$ cat config.mk
export PLATFORM = sky130hd
export DESIGN_NAME = frame_payload_extractor
export DESIGN_NICKNAME = d
export VERILOG_FILES = /design/src/rtl/frame_pkg.sv /design/src/rtl/frame_payload_extractor_hdr_run_matcher.sv /design/src/rtl/frame_payload_extractor.sv
export SDC_FILE = /design/constraint.sdc
export NUM_CORES = 1
export LEC_CHECK = 0
export BUFFER_PORTS_ARGS = -buffer_cell sky130_fd_sc_hd__buf_2
export CORE_MARGIN = 10
export CORE_UTILIZATION = 30
export DETAILED_ROUTE_END_ITERATION = 10
export GPL_TIMING_DRIVEN = 0
export PLACE_DENSITY = 0.57
export SKIP_CTS_REPAIR_TIMING = 1
export SYNTH_ARGS = -nofsm -noshare
export SYNTH_HDL_FRONTEND = slang
export SYNTH_SLANG_ARGS = --single-unit
export TNS_END_PERCENT = 100
$ cat constraint.sdc
create_clock -name clk -period 2.1 [get_ports clk]
set_input_delay 0.42 -clock clk [delete_from_list [all_inputs] [get_ports clk]]
set_output_delay 0.42 -clock clk [all_outputs]
set_load 0.02 [all_outputs]
$ cat src/rtl/frame_pkg.sv
// Shared types and defaults for the frame payload extractor and its header matcher.
package frame_pkg;

   typedef enum logic [1:0] {
      HUNT    = 2'd0,
      HDR     = 2'd1,
      PAYLOAD = 2'd2
   } state_t;

   localparam int          DEF_DATA_W   = 16;
   localparam logic [15:0] DEF_HDR_WORD = 16'hFFFF;
   localparam int          DEF_LEN_W    = 10;
   localparam int          MATCH_W      = 4;   // holds a header run of up to 15

endpackage

$ cat src/rtl/frame_payload_extractor_hdr_run_matcher.sv
// Counts consecutive qualified header samples; flags the locking match and a broken partial run.
module hdr_run_matcher
   import frame_pkg::*;
#(
   parameter int                DATA_W   = DEF_DATA_W,
   parameter logic [DATA_W-1:0] HDR_WORD = DATA_W'(DEF_HDR_WORD),
   parameter int                HDR_LEN  = 3
) (
   input  logic              clk,
   input  logic              rst_n,
   input  logic              en,
   input  logic [DATA_W-1:0] data,
   output logic              hit,
   output logic              lock,
   output logic              abort
);

   logic [MATCH_W-1:0] match_q;
   logic               is_hdr;

   // NOTE: combinational outputs get a value on every path so no latch is inferred.
   always_comb begin
      is_hdr = (data == HDR_WORD);
      hit    = en && is_hdr;
      lock   = hit && (match_q == MATCH_W'(HDR_LEN - 1));
      abort  = en && !is_hdr && (match_q != '0);
   end

   // NOTE: state is updated with non-blocking assignments so every flop samples pre-edge values.
   always_ff @(posedge clk) begin
      if (!rst_n) begin
         match_q <= '0;
      end else if (lock || (en && !is_hdr)) begin
         match_q <= '0;
      end else if (hit) begin
         match_q <= match_q + 1'b1;
      end
   end

endmodule

$ cat src/rtl/frame_payload_extractor.sv
// Locks onto an HDR_LEN-long header run and forwards the following payload_len valid samples as a framed packet.
module frame_payload_extractor
   import frame_pkg::*;
#(
   parameter int                DATA_W   = DEF_DATA_W,
   parameter logic [DATA_W-1:0] HDR_WORD = DATA_W'(DEF_HDR_WORD),
   parameter int                HDR_LEN  = 3,
   parameter int                LEN_W    = DEF_LEN_W
) (
   input  logic              clk,
   input  logic              rst_n,
   input  logic [DATA_W-1:0] in_data,
   input  logic              in_valid,
   input  logic [LEN_W-1:0]  payload_len,
   output logic [DATA_W-1:0] out_data,
   output logic              out_valid,
   output logic              out_sop,
   output logic              out_eop,
   output logic [15:0]       frame_cnt,
   output logic [15:0]       hdr_err_cnt
);

   state_t             state_q, state_d;
   logic [LEN_W-1:0]   len_q;
   logic [LEN_W-1:0]   cnt_q;
   logic               hit, lock, abort;
   logic               fwd, last;

   // The matcher is frozen during payload so header-like samples there are just data.
   hdr_run_matcher #(
      .DATA_W   (DATA_W),
      .HDR_WORD (HDR_WORD),
      .HDR_LEN  (HDR_LEN)
   ) u_matcher (
      .clk   (clk),
      .rst_n (rst_n),
      .en    (in_valid && (state_q != PAYLOAD)),
      .data  (in_data),
      .hit   (hit),
      .lock  (lock),
      .abort (abort)
   );

   always_comb begin
      state_d = state_q;
      fwd     = in_valid && (state_q == PAYLOAD);
      last    = (cnt_q == len_q - LEN_W'(1));
      case (state_q)
         HUNT, HDR: begin
            if (lock)       state_d = (payload_len != '0) ? PAYLOAD : HUNT;
            else if (abort) state_d = HUNT;
            else if (hit)   state_d = HDR;
         end
         PAYLOAD: begin
            if (fwd && last) state_d = HUNT;
         end
         default: state_d = HUNT;
      endcase
   end

   always_ff @(posedge clk) begin
      if (!rst_n) begin
         state_q     <= HUNT;
         len_q       <= '0;
         cnt_q       <= '0;
         out_data    <= '0;
         out_valid   <= 1'b0;
         out_sop     <= 1'b0;
         out_eop     <= 1'b0;
         frame_cnt   <= '0;
         hdr_err_cnt <= '0;
      end else begin
         state_q   <= state_d;
         out_valid <= fwd;
         out_data  <= fwd ? in_data : '0;
         out_sop   <= fwd && (cnt_q == '0);
         out_eop   <= fwd && last;
         if (lock) begin
            len_q <= payload_len;
            cnt_q <= '0;
         end else if (fwd) begin
            cnt_q <= cnt_q + 1'b1;
         end
         if (fwd && last)
            frame_cnt <= frame_cnt + 16'd1;
         if (abort && (hdr_err_cnt != 16'hFFFF))
            hdr_err_cnt <= hdr_err_cnt + 16'd1;
      end
   end

endmodule
==> results of run 1 <==
## worst max path at each step
| stage | from | endpoint | slack (ns) | depth (start not counted) |
|---|---|---|---|---|
| floorplan | len_q[0] | frame_cnt[2] | -0.09 | 9 |
| detailed placement | in_data[14] | cnt_q[7] | -0.41 | 7 |
| finish | len_q[5] | frame_cnt[5] | -0.30 | 7 |
| global placement | in_data[14] | cnt_q[9] | -0.41 | 7 |
| CTS | len_q[0] | frame_cnt[6] | -0.31 | 9 |
| global route | len_q[5] | frame_cnt[5] | -0.39 | 7 |
## worst max-delay path: cells and delay by family (launching register included)
kind,cells,cell delay (ns)
xor gates and xnor gates,1,0.21
DFF,1,0.37
and+or+nand+nor,3,1.29
AOI/OAI and AO/OA,2,0.29
buffers and inverters,1,0.16
## cells by family (layout without fill, tap and decap cells)
group | Yosys count | in the layout
compound gates | 49 | 49
xor+xnor | 33 | 33
fa+ha+maj | 8 | 8
buf+inv | 27 | 126
flops | 77 | 77
mux | 13 | 13
simple gates | 185 | 185
## registers in the layout, summed over array words and instances (netlist names), 2 cells and up
name / flops
cnt_q: 10
frame_cnt: 16
out_data: 16
u_matcher.match_q: 4
state_q: 2
hdr_err_cnt: 16
len_q: 10
## cell type report
type                       count  area (sq um)  area share
clock buffer                  13           240      0.0525
clock inverter                 3          46.3      0.0101
buffer                        15          97.6      0.0213
timing repair buffer          84           465       0.102
multi-input combinational    288          1950       0.427
tap                          143           179      0.0391
sequential                    77          1550       0.339
inverter                      11          41.3     0.00902
## placed cells by master, fill, tap and decap left out, types with 4 or more instances in the layout
cell,netlist,routed
o21ai_1,2,4
ha_1,8,7
a21oi_1,17,11
clkbuf_1,11,12
nor2_1,48,46
xor2_1,26,26
dfxtp_1,77,73
and3_1,29,29
or3_1,14,12
nand2_1,22,22
xnor2_1,7,7
inv_1,10,8
a21oi_2,0,6
nand3_1,16,15
nand2b_1,5,5
nand4_1,15,15
nor3_1,7,5
buf_2,2,80
o21ai_0,14,8
nor4_1,8,8
mux2i_1,13,13
clkbuf_16,0,11
## where the power goes
group	leakage [nW]	internal, mW	total (mW)	switching, mW
sequential	0.623	1.46	1.46	0.000000512
clock	0.134	0.924	1.52	0.598
combinational	1.19	0.0251	0.0701	0.0450
total	1.94	2.41	3.05	0.643
## layer usage
layer | vias up | global-route usage | part of all wire
met4 | 2 | 0.0623 | 0.022
met3 | 14 | 0.0397 | 0.070
li1 | 1584 | - | -
met2 | 71 | 0.180 | 0.47
met5 | - | 0 | 0.0011
met1 | 1479 | 0.141 | 0.44
==> reports/metrics.yaml, run 1 <==
synthesis:
  synth-adder-area-share: 0.0289
  synth_commonest_cells: "dfxtp_1, nor2_1, and3_1, xor2_1, nand2_1"
  synth_compound_area_frac: 0.0830
  synth.distinct_cells: 44
  synthSimpleGateAreaFrac: 0.289
  muxShareOfSynthArea: 0.0375
  yosys.area_share.xor_xnor: 0.0833
  netlist_instances: 392
  syn_nets: 429
  synth_top_family_by_area: "simple AND/OR/NAND/NOR gates"
  postSynthAreaPerCell_sq_um: 8.85
  synth_seq_cells: 77
  yosysSeqAreaShare: 0.444
  synthTopCellsByArea: "dfxtp_1, xor2_1, and3_1, nor2_1, mux2i_1"
  ys_async_sr_fraction: 0
  synth.top_cell.area_share: 0.444
  syn_area_sq_um: 3470
  synth-edff-count: 0
  yosysTopAreaCell: "dfxtp_1"
  yosysWarningCount: 0
  synth.most_common_cell: "dfxtp_1"
  synth_ff_type: "dfxtp_1"
detailed_routing:
  first_iter_violations: 138
  vias_per_cell: 4.97
  drc: 0
  drt_first_pass_iters: 4
  num_vias: 3150
  antenna_left: 0
  routed_wl_microns: 9590
  wl_per_cell_microns: 15.1
clock_tree:
  clkSlewWorstSetupHoldPaths_ns: 0.06
  clk_path_buf_depth: 2
  clock-sinks: 77
  cts_made_buffers: 9
  cts_tree: "done"
  h-tree-depth: 3
  clk-insertion-delay-late_ns: 0.34
  root_buffer: "clkbuf_16"
setup_path:
  startpoint_type: "flop"
  slowest_delay_ns: 0.62
  crit_fanout: 6
  r2r-start: "len_q[5]"
  timing.rr.end: "frame_cnt[5]"
  worst-r2r-cell-count: 7
  path_cells: "nor4_4, xnor2_1, a41oi_2, or4_4, buf_6, or3_4, a21oi_2"
  required_ns: 2.38
  crit_arrival_ns: 2.67
  critPathCaptureType: "flop"
  reg2reg_setup_slack_ns: -0.30
  criticalPathCategory: "reg2reg"
  slowest_stage: "or4_4"
finish:
  fin_area_sq_um: 4580
  fillers: 1154
  drive_gt1_frac: 0.279
  antenna_cells: 0
  nets: 523
  final_core_util: 0.403
  area_growth_pct: 32.0
  stdcell_count: 634
sta:
  rsz0062_at_grt: "true"
  fin_crit_sh: 1.14
  max_slew.worst_pin.slew_ns: 0.584
  max_freq_mhz: 417
  fin_skew_ns: 0.0108
  fin_crit_ns: 2.40
  finalMaxSlewViolations: 0
  holdWs_ns: 0.323
  finalSetupViolations: 18
  worst_slack_ns: -0.296
  hold_violations: 0
  slew-limit-headroom: 0.610
  fin_tns_setup_ns: -4.38
global_routing:
  grt_pass1_vias: 3093
  grt_pass1_wl_microns: 15500
  grt_max_degree: 13
  overflow: 0
  antenna_found_initial: 1
  grt_usage: 0.117
power:
  vdd_drop_max_v: 0.000361
  power_mw: 3.05
  power_leakage_nw: 1.94
  powerDensity_nw_per_um2: 666
worst_hold_path:
  min_path_cells: 2
  hold_class: "in2reg"
  hold_end: "out_data[9]"
  min_from: "in_data[9]"
place:
  gp_congestion: 0.881
  io_buffers: 79
  placed_area_sq_um: 4050
  dp.cells: 614
  pre_cts_slack_ns: -0.412
  hpwl_microns: 7150
floorplanning:
  core_area_sq_um: 11400
  initial_core_util: 0.305
  rows: 39
  die_h_microns: 128
  pin_count: 80
  die_area_sq_um: 16300
  die_x_microns: 128
outcome:
  violations: "setup timing"
  outcome: "complete, but fails checks"
run:
  drv_cap: 0
Note: power is estimated with default switching activity, not from simulation.
==> run 2: changes to the inputs <==
--- a/config.mk
+++ b/config.mk
@@ -10,7 +10,7 @@
 export CORE_UTILIZATION = 30
 export DETAILED_ROUTE_END_ITERATION = 10
 export GPL_TIMING_DRIVEN = 0
-export PLACE_DENSITY = 0.57
+export PLACE_DENSITY_LB_ADDON = 0.05
 export SKIP_CTS_REPAIR_TIMING = 1
 export SYNTH_ARGS = -nofsm -noshare
 export SYNTH_HDL_FRONTEND = slang
==> constraint.sdc (replaced) <==
create_clock -name clk -period 2.3 [get_ports clk]
set_input_delay 0.46 -clock clk [delete_from_list [all_inputs] [get_ports clk]]
set_output_delay 0.46 -clock clk [all_outputs]
set_load 0.02 [all_outputs]
==> reports/metrics.yaml, run 2 (same netlist as run 1, synthesis figures left out) <==
floorplanning:
  die_x_microns: 128  # unchanged
  core_area_sq_um: 11400  # unchanged
  initial_core_util: 0.305  # unchanged
  die_area_sq_um: 16300  # unchanged
  die_h_microns: 128  # unchanged
  pin_count: 80  # unchanged
  rows: 39  # unchanged
finish:
  fillers: 1200  # +4.0%
  nets: 526  # +0.57%
  final_core_util: 0.398  # -0.00440
  drive_gt1_frac: 0.276  # -0.00316
  area_growth_pct: 30.6
  stdcell_count: 636  # +0.32%
  antenna_cells: 0  # unchanged
  final_cell_mix: "buf_2, dfxtp_1, nor2_1, and3_1, xor2_1"
  mostFrequentLayoutCell: "buf_2"
  reg.largest.list: "frame_cnt: 16 flops, hdr_err_cnt: 16 flops, out_data: 16 flops"
sta:
  max_slew.worst_pin.slew_ns: 0.594  # +0.00923 ns
  fin_skew_ns: 0.00639  # -0.00444 ns
  fin_crit_sh: 1.03  # -0.109
  fin_crit_ns: 2.37  # -0.0222 ns
  hold_violations: 0  # unchanged
  rsz0062_at_grt: "true"
  slew-limit-headroom: 0.604  # -0.00615
  finalMaxSlewViolations: 0  # unchanged
  fin_tns_setup_ns: -0.765  # +3.61 ns
  worst_slack_ns: -0.0741  # +0.222 ns
  finalSetupViolations: 15  # -3
  max_freq_mhz: 421  # +0.94%
place:
  dp.cells: 614  # unchanged
  hpwl_microns: 7040  # -1.5%
  gp_congestion: 0.736  # -16%
  io_buffers: 79  # unchanged
clock_tree:
  h-tree-depth: 3  # unchanged
  clk-insertion-delay-late_ns: 0.34  # about the same
  clkSlewWorstSetupHoldPaths_ns: 0.06  # about the same
  clk_path_buf_depth: 2  # unchanged
  cts_tree: "done"
  root_buffer: "clkbuf_16"
  clock-sinks: 77  # unchanged
  cts_made_buffers: 9  # unchanged
setup_path:
  startpoint_type: "flop"
  required_ns: 2.51  # +0.13 ns
  crit_fanout: 10  # +4
  criticalPathCategory: "reg2reg"
  critPathCaptureType: "flop"
  crit_arrival_ns: 2.58  # -0.09 ns
outcome:
  violations: "setup timing"
  outcome: "complete, but fails checks"
detailed_routing:
  antenna_left: 0  # unchanged
  drt_first_pass_iters: 4  # unchanged
  wl_per_cell_microns: 15.1  # -0.14%
  first_iter_violations: 125  # -9.4%
  num_vias: 3107  # -1.4%
  vias_per_cell: 4.89  # -1.7%
  routed_wl_microns: 9610  # +0.18%
  drc: 0  # unchanged
power:
  power_mw: 2.86  # -6.3%
  powerDensity_nw_per_um2: 631  # -5.2%
  vdd_drop_max_v: 0.000546  # +51%
  power_leakage_nw: 1.94  # -0.41%
global_routing:
  antenna_found_initial: 0  # -1
  grt_usage: 0.120  # +0.00282
  overflow: 0  # unchanged
  grt_max_degree: 13  # unchanged
  grt_pass1_wl_microns: 15800  # +1.7%
  grt_pass1_vias: 3123  # +0.97%
worst_hold_path:
  hold_class: "in2reg"
run:
  drv_cap: 0  # unchanged
[run 2: where the power goes]
group	total, mW	leakage, nW	switching [mW]	internal, mW
Combinational	0.0655	1.17	0.0427	0.0228
Clock	1.46	0.147	0.571	0.890
Sequential	1.33	0.621	0.000000540	1.33
Total	2.86	1.94	0.613	2.24
[run 2: worst paths after layout]
kind,start,end,slack (ns),cells after the start
worst min-delay path,in_data[8],out_data[8],0.36,2
worst max-delay path,len_q[0],frame_cnt[11],-0.07,9
worst max register to register,len_q[0],frame_cnt[11],-0.07,9
worst min register to register,frame_cnt[15],frame_cnt[15],0.49,2
[run 2: worst max-delay path, cell delays in order, from the launching register on]
cell and delay, ns:
dfxtp_4 0.35, buf_4 0.13, or3_4 0.40, nor4_4 0.13, o32ai_1 0.10, or4_4 0.59
buf_6 0.16, buf_6 0.14, o21ai_2 0.16, a21oi_2 0.07
[run 2: layout make-up]
cell class,instances,area (sq um),area share
Tap cell,143,179,0.0395
Inverter,11,41.3,0.00912
Sequential cell,77,1550,0.342
Buffer,16,85.1,0.0188
Clock buffer,11,253,0.0558
Timing Repair Buffer,86,453,0.100
Multi-Input combinational cell,288,1920,0.425
Clock inverter,4,47.5,0.0105
[run 2: routing by layer]
layer  GRT usage  share of wire
met5           0              0
met4      0.0476          0.015
met3      0.0455          0.053
met2       0.185           0.46
met1       0.147           0.47
[run 2: stage by stage]
stage / worst slack (ns) / hold WS (ns) / cell area, sq um
after global placement: -0.204 / 0.474 / 4040
after global routing: -0.156 / 0.346 / 4530
after CTS: -0.208 / 0.336 / 4340
final: -0.0741 / 0.355 / 4530
after detailed placement: -0.221 / 0.483 / 4040
after floorplan: 0.0415 / 0.480 / 3470
==> run 3: changes to the inputs <==
--- a/config.mk
+++ b/config.mk
@@ -6,6 +6,7 @@
 export NUM_CORES = 1
 export LEC_CHECK = 0
 export BUFFER_PORTS_ARGS = -buffer_cell sky130_fd_sc_hd__buf_2
+export CORE_ASPECT_RATIO = 0.8
 export CORE_MARGIN = 10
 export CORE_UTILIZATION = 30
 export DETAILED_ROUTE_END_ITERATION = 10
==> constraint.sdc (replaced) <==
create_clock -name clk -period 2.8 [get_ports clk]
set_input_delay 0.56 -clock clk [delete_from_list [all_inputs] [get_ports clk]]
set_output_delay 0.56 -clock clk [all_outputs]
set_load 0.02 [all_outputs]
==> reports/metrics.yaml, run 3 (same netlist as run 1, synthesis figures left out) <==
sta:
  fin_tns_setup_ns: 0  # +0.765 ns
  rsz0062_at_grt: "false"
  fin_skew_ns: 0.00480  # -0.00159 ns
  hold_violations: 0  # unchanged
  finalSetupViolations: 0  # -15
  max_freq_mhz: 397  # -5.8%
  fin_crit_ns: 2.52  # +0.145 ns
  max_slew.worst_pin.slew_ns: 0.537  # -0.0564 ns
  slew-limit-headroom: 0.640  # +0.0354
  fin_crit_sh: 0.900  # -0.133
  finalMaxSlewViolations: 0  # unchanged
power:
  vdd_drop_max_v: 0.000294  # -46%
  power_leakage_nw: 1.88  # -2.7%
  powerDensity_nw_per_um2: 552  # -12%
finish:
  area_growth_pct: 26.2
  fin_area_sq_um: 4380  # -3.4%
  fillers: 1175  # -2.1%
  reg.largest.list: "frame_cnt: 16 flops, hdr_err_cnt: 16 flops, out_data: 16 flops"
  final_cell_mix: "buf_2, dfxtp_1, nor2_1, and3_1, xor2_1"
  mostFrequentLayoutCell: "buf_2"
  final_core_util: 0.383  # -0.0154
  drive_gt1_frac: 0.214  # -0.0623
  antenna_cells: 0  # unchanged
  nets: 519  # -1.3%
run:
  drv_cap: 0  # unchanged
setup_path:
  startpoint_type: "flop"
  crit_fanout: 10  # unchanged
  required_ns: 2.99  # +0.48 ns
  critPathCaptureType: "flop"
  crit_arrival_ns: 2.71  # +0.13 ns
  criticalPathCategory: "reg2reg"
global_routing:
  overflow: 0  # unchanged
  grt_max_degree: 14  # +1
  grt_pass1_vias: 3064  # -1.9%
  grt_usage: 0.115  # -0.00479
  antenna_found_initial: 0  # unchanged
  grt_pass1_wl_microns: 15400  # -2.4%
place:
  io_buffers: 79  # unchanged
  hpwl_microns: 7120  # +1.1%
  gp_congestion: 0.800  # +8.7%
  placed_area_sq_um: 4050  # +0.12%
detailed_routing:
  routed_wl_microns: 9430  # -1.9%
  drc: 0  # unchanged
  vias_per_cell: 4.86  # -0.46%
  antenna_left: 0  # unchanged
  first_iter_violations: 130  # +4.0%
  wl_per_cell_microns: 14.8  # -1.7%
  num_vias: 3088  # -0.61%
  drt_first_pass_iters: 4  # unchanged
clock_tree:
  h-tree-depth: 3  # unchanged
  clkSlewWorstSetupHoldPaths_ns: 0.06  # about the same
  clk-insertion-delay-late_ns: 0.33  # about the same
  cts_made_buffers: 9  # unchanged
  clk_path_buf_depth: 2  # unchanged
  root_buffer: "clkbuf_16"
  cts_tree: "done"
  clock-sinks: 77  # unchanged
worst_hold_path:
  hold_class: "in2reg"
floorplanning:
  core_area_sq_um: 11400  # +0.53%
  die_area_sq_um: 16300  # +0.17%
  initial_core_util: 0.303  # -0.00160
  rows: 35  # -10%
  die_h_microns: 116  # -8.9%
  die_x_microns: 140  # +10%
  pin_count: 80  # unchanged
outcome:
  outcome: "finished, final reports clean"
## run 3: cell types whose count changed in the layout (fill, tap and decap cells not counted), sizes merged
cell    before  now
buf         91   84
clkbuf      22   21
clkinv       3    4
bufinv       1    2
## run 3: report_power, final
group          internal (mW)  switching (mW)  total (mW)
Sequential              1.10     0.000000430        1.10
Combinational         0.0187          0.0352      0.0539
Clock                  0.803           0.465        1.27
Total                   1.92           0.500        2.42
## run 3: worst max-delay path: stages (launching register included)
cell      delay, ns
dfxtp_2        0.39
inv_1          0.06
ha_1           0.23
nor3b_1        0.17
a211oi_1       0.25
a41oi_1        0.07
or4_4          0.60
buf_6          0.17
buf_2          0.19
o21ai_0        0.18
a21oi_1        0.08
## run 3: per-stage QoR
stage	total power, mW	hold slack (ns)	cells	worst slack [ns]
3_3_place_gp	1.17	0.475	619	0.140
6_report	2.42	0.465	635	0.281
2_1_floorplan	1.14	0.480	392	0.498
4_1_cts	2.46	0.455	635	0.187
5_1_grt	2.51	0.463	635	0.0905
3_5_place_dp	1.17	0.484	619	0.169
## run 3: final timing paths
| path | slack, ns | startpoint | cells after the start | end |
|---|---|---|---|---|
| worst max-delay path | 0.28 | len_q[0] | 10 | frame_cnt[12] |
| worst min-delay path | 0.47 | in_data[4] | 2 | out_data[4] |
| worst min register to register | 0.49 | hdr_err_cnt[13] | 2 | hdr_err_cnt[13] |
| worst max register to register | 0.28 | len_q[0] | 10 | frame_cnt[12] |
## run 3: layer usage
layer  share of wire  global-route usage  wire length (microns)
met3           0.070              0.0382                    658
met2            0.42               0.176                   3950
met5               0                   0                      0
met4          0.0088              0.0357                     83
met1            0.50               0.150                   4730
## run 3: final cells by class
class / count / area [sq um] / area share
Multi-Input combinational cell: 288 / 1810 / 0.413
Clock buffer: 10 / 239 / 0.0546
Clock inverter: 6 / 86.3 / 0.0197
Buffer: 16 / 77.6 / 0.0177
Sequential cell: 77 / 1540 / 0.353
Tap cell: 148 / 185 / 0.0423
Timing Repair Buffer: 79 / 395 / 0.0904
Inverter: 11 / 41.3 / 0.00944
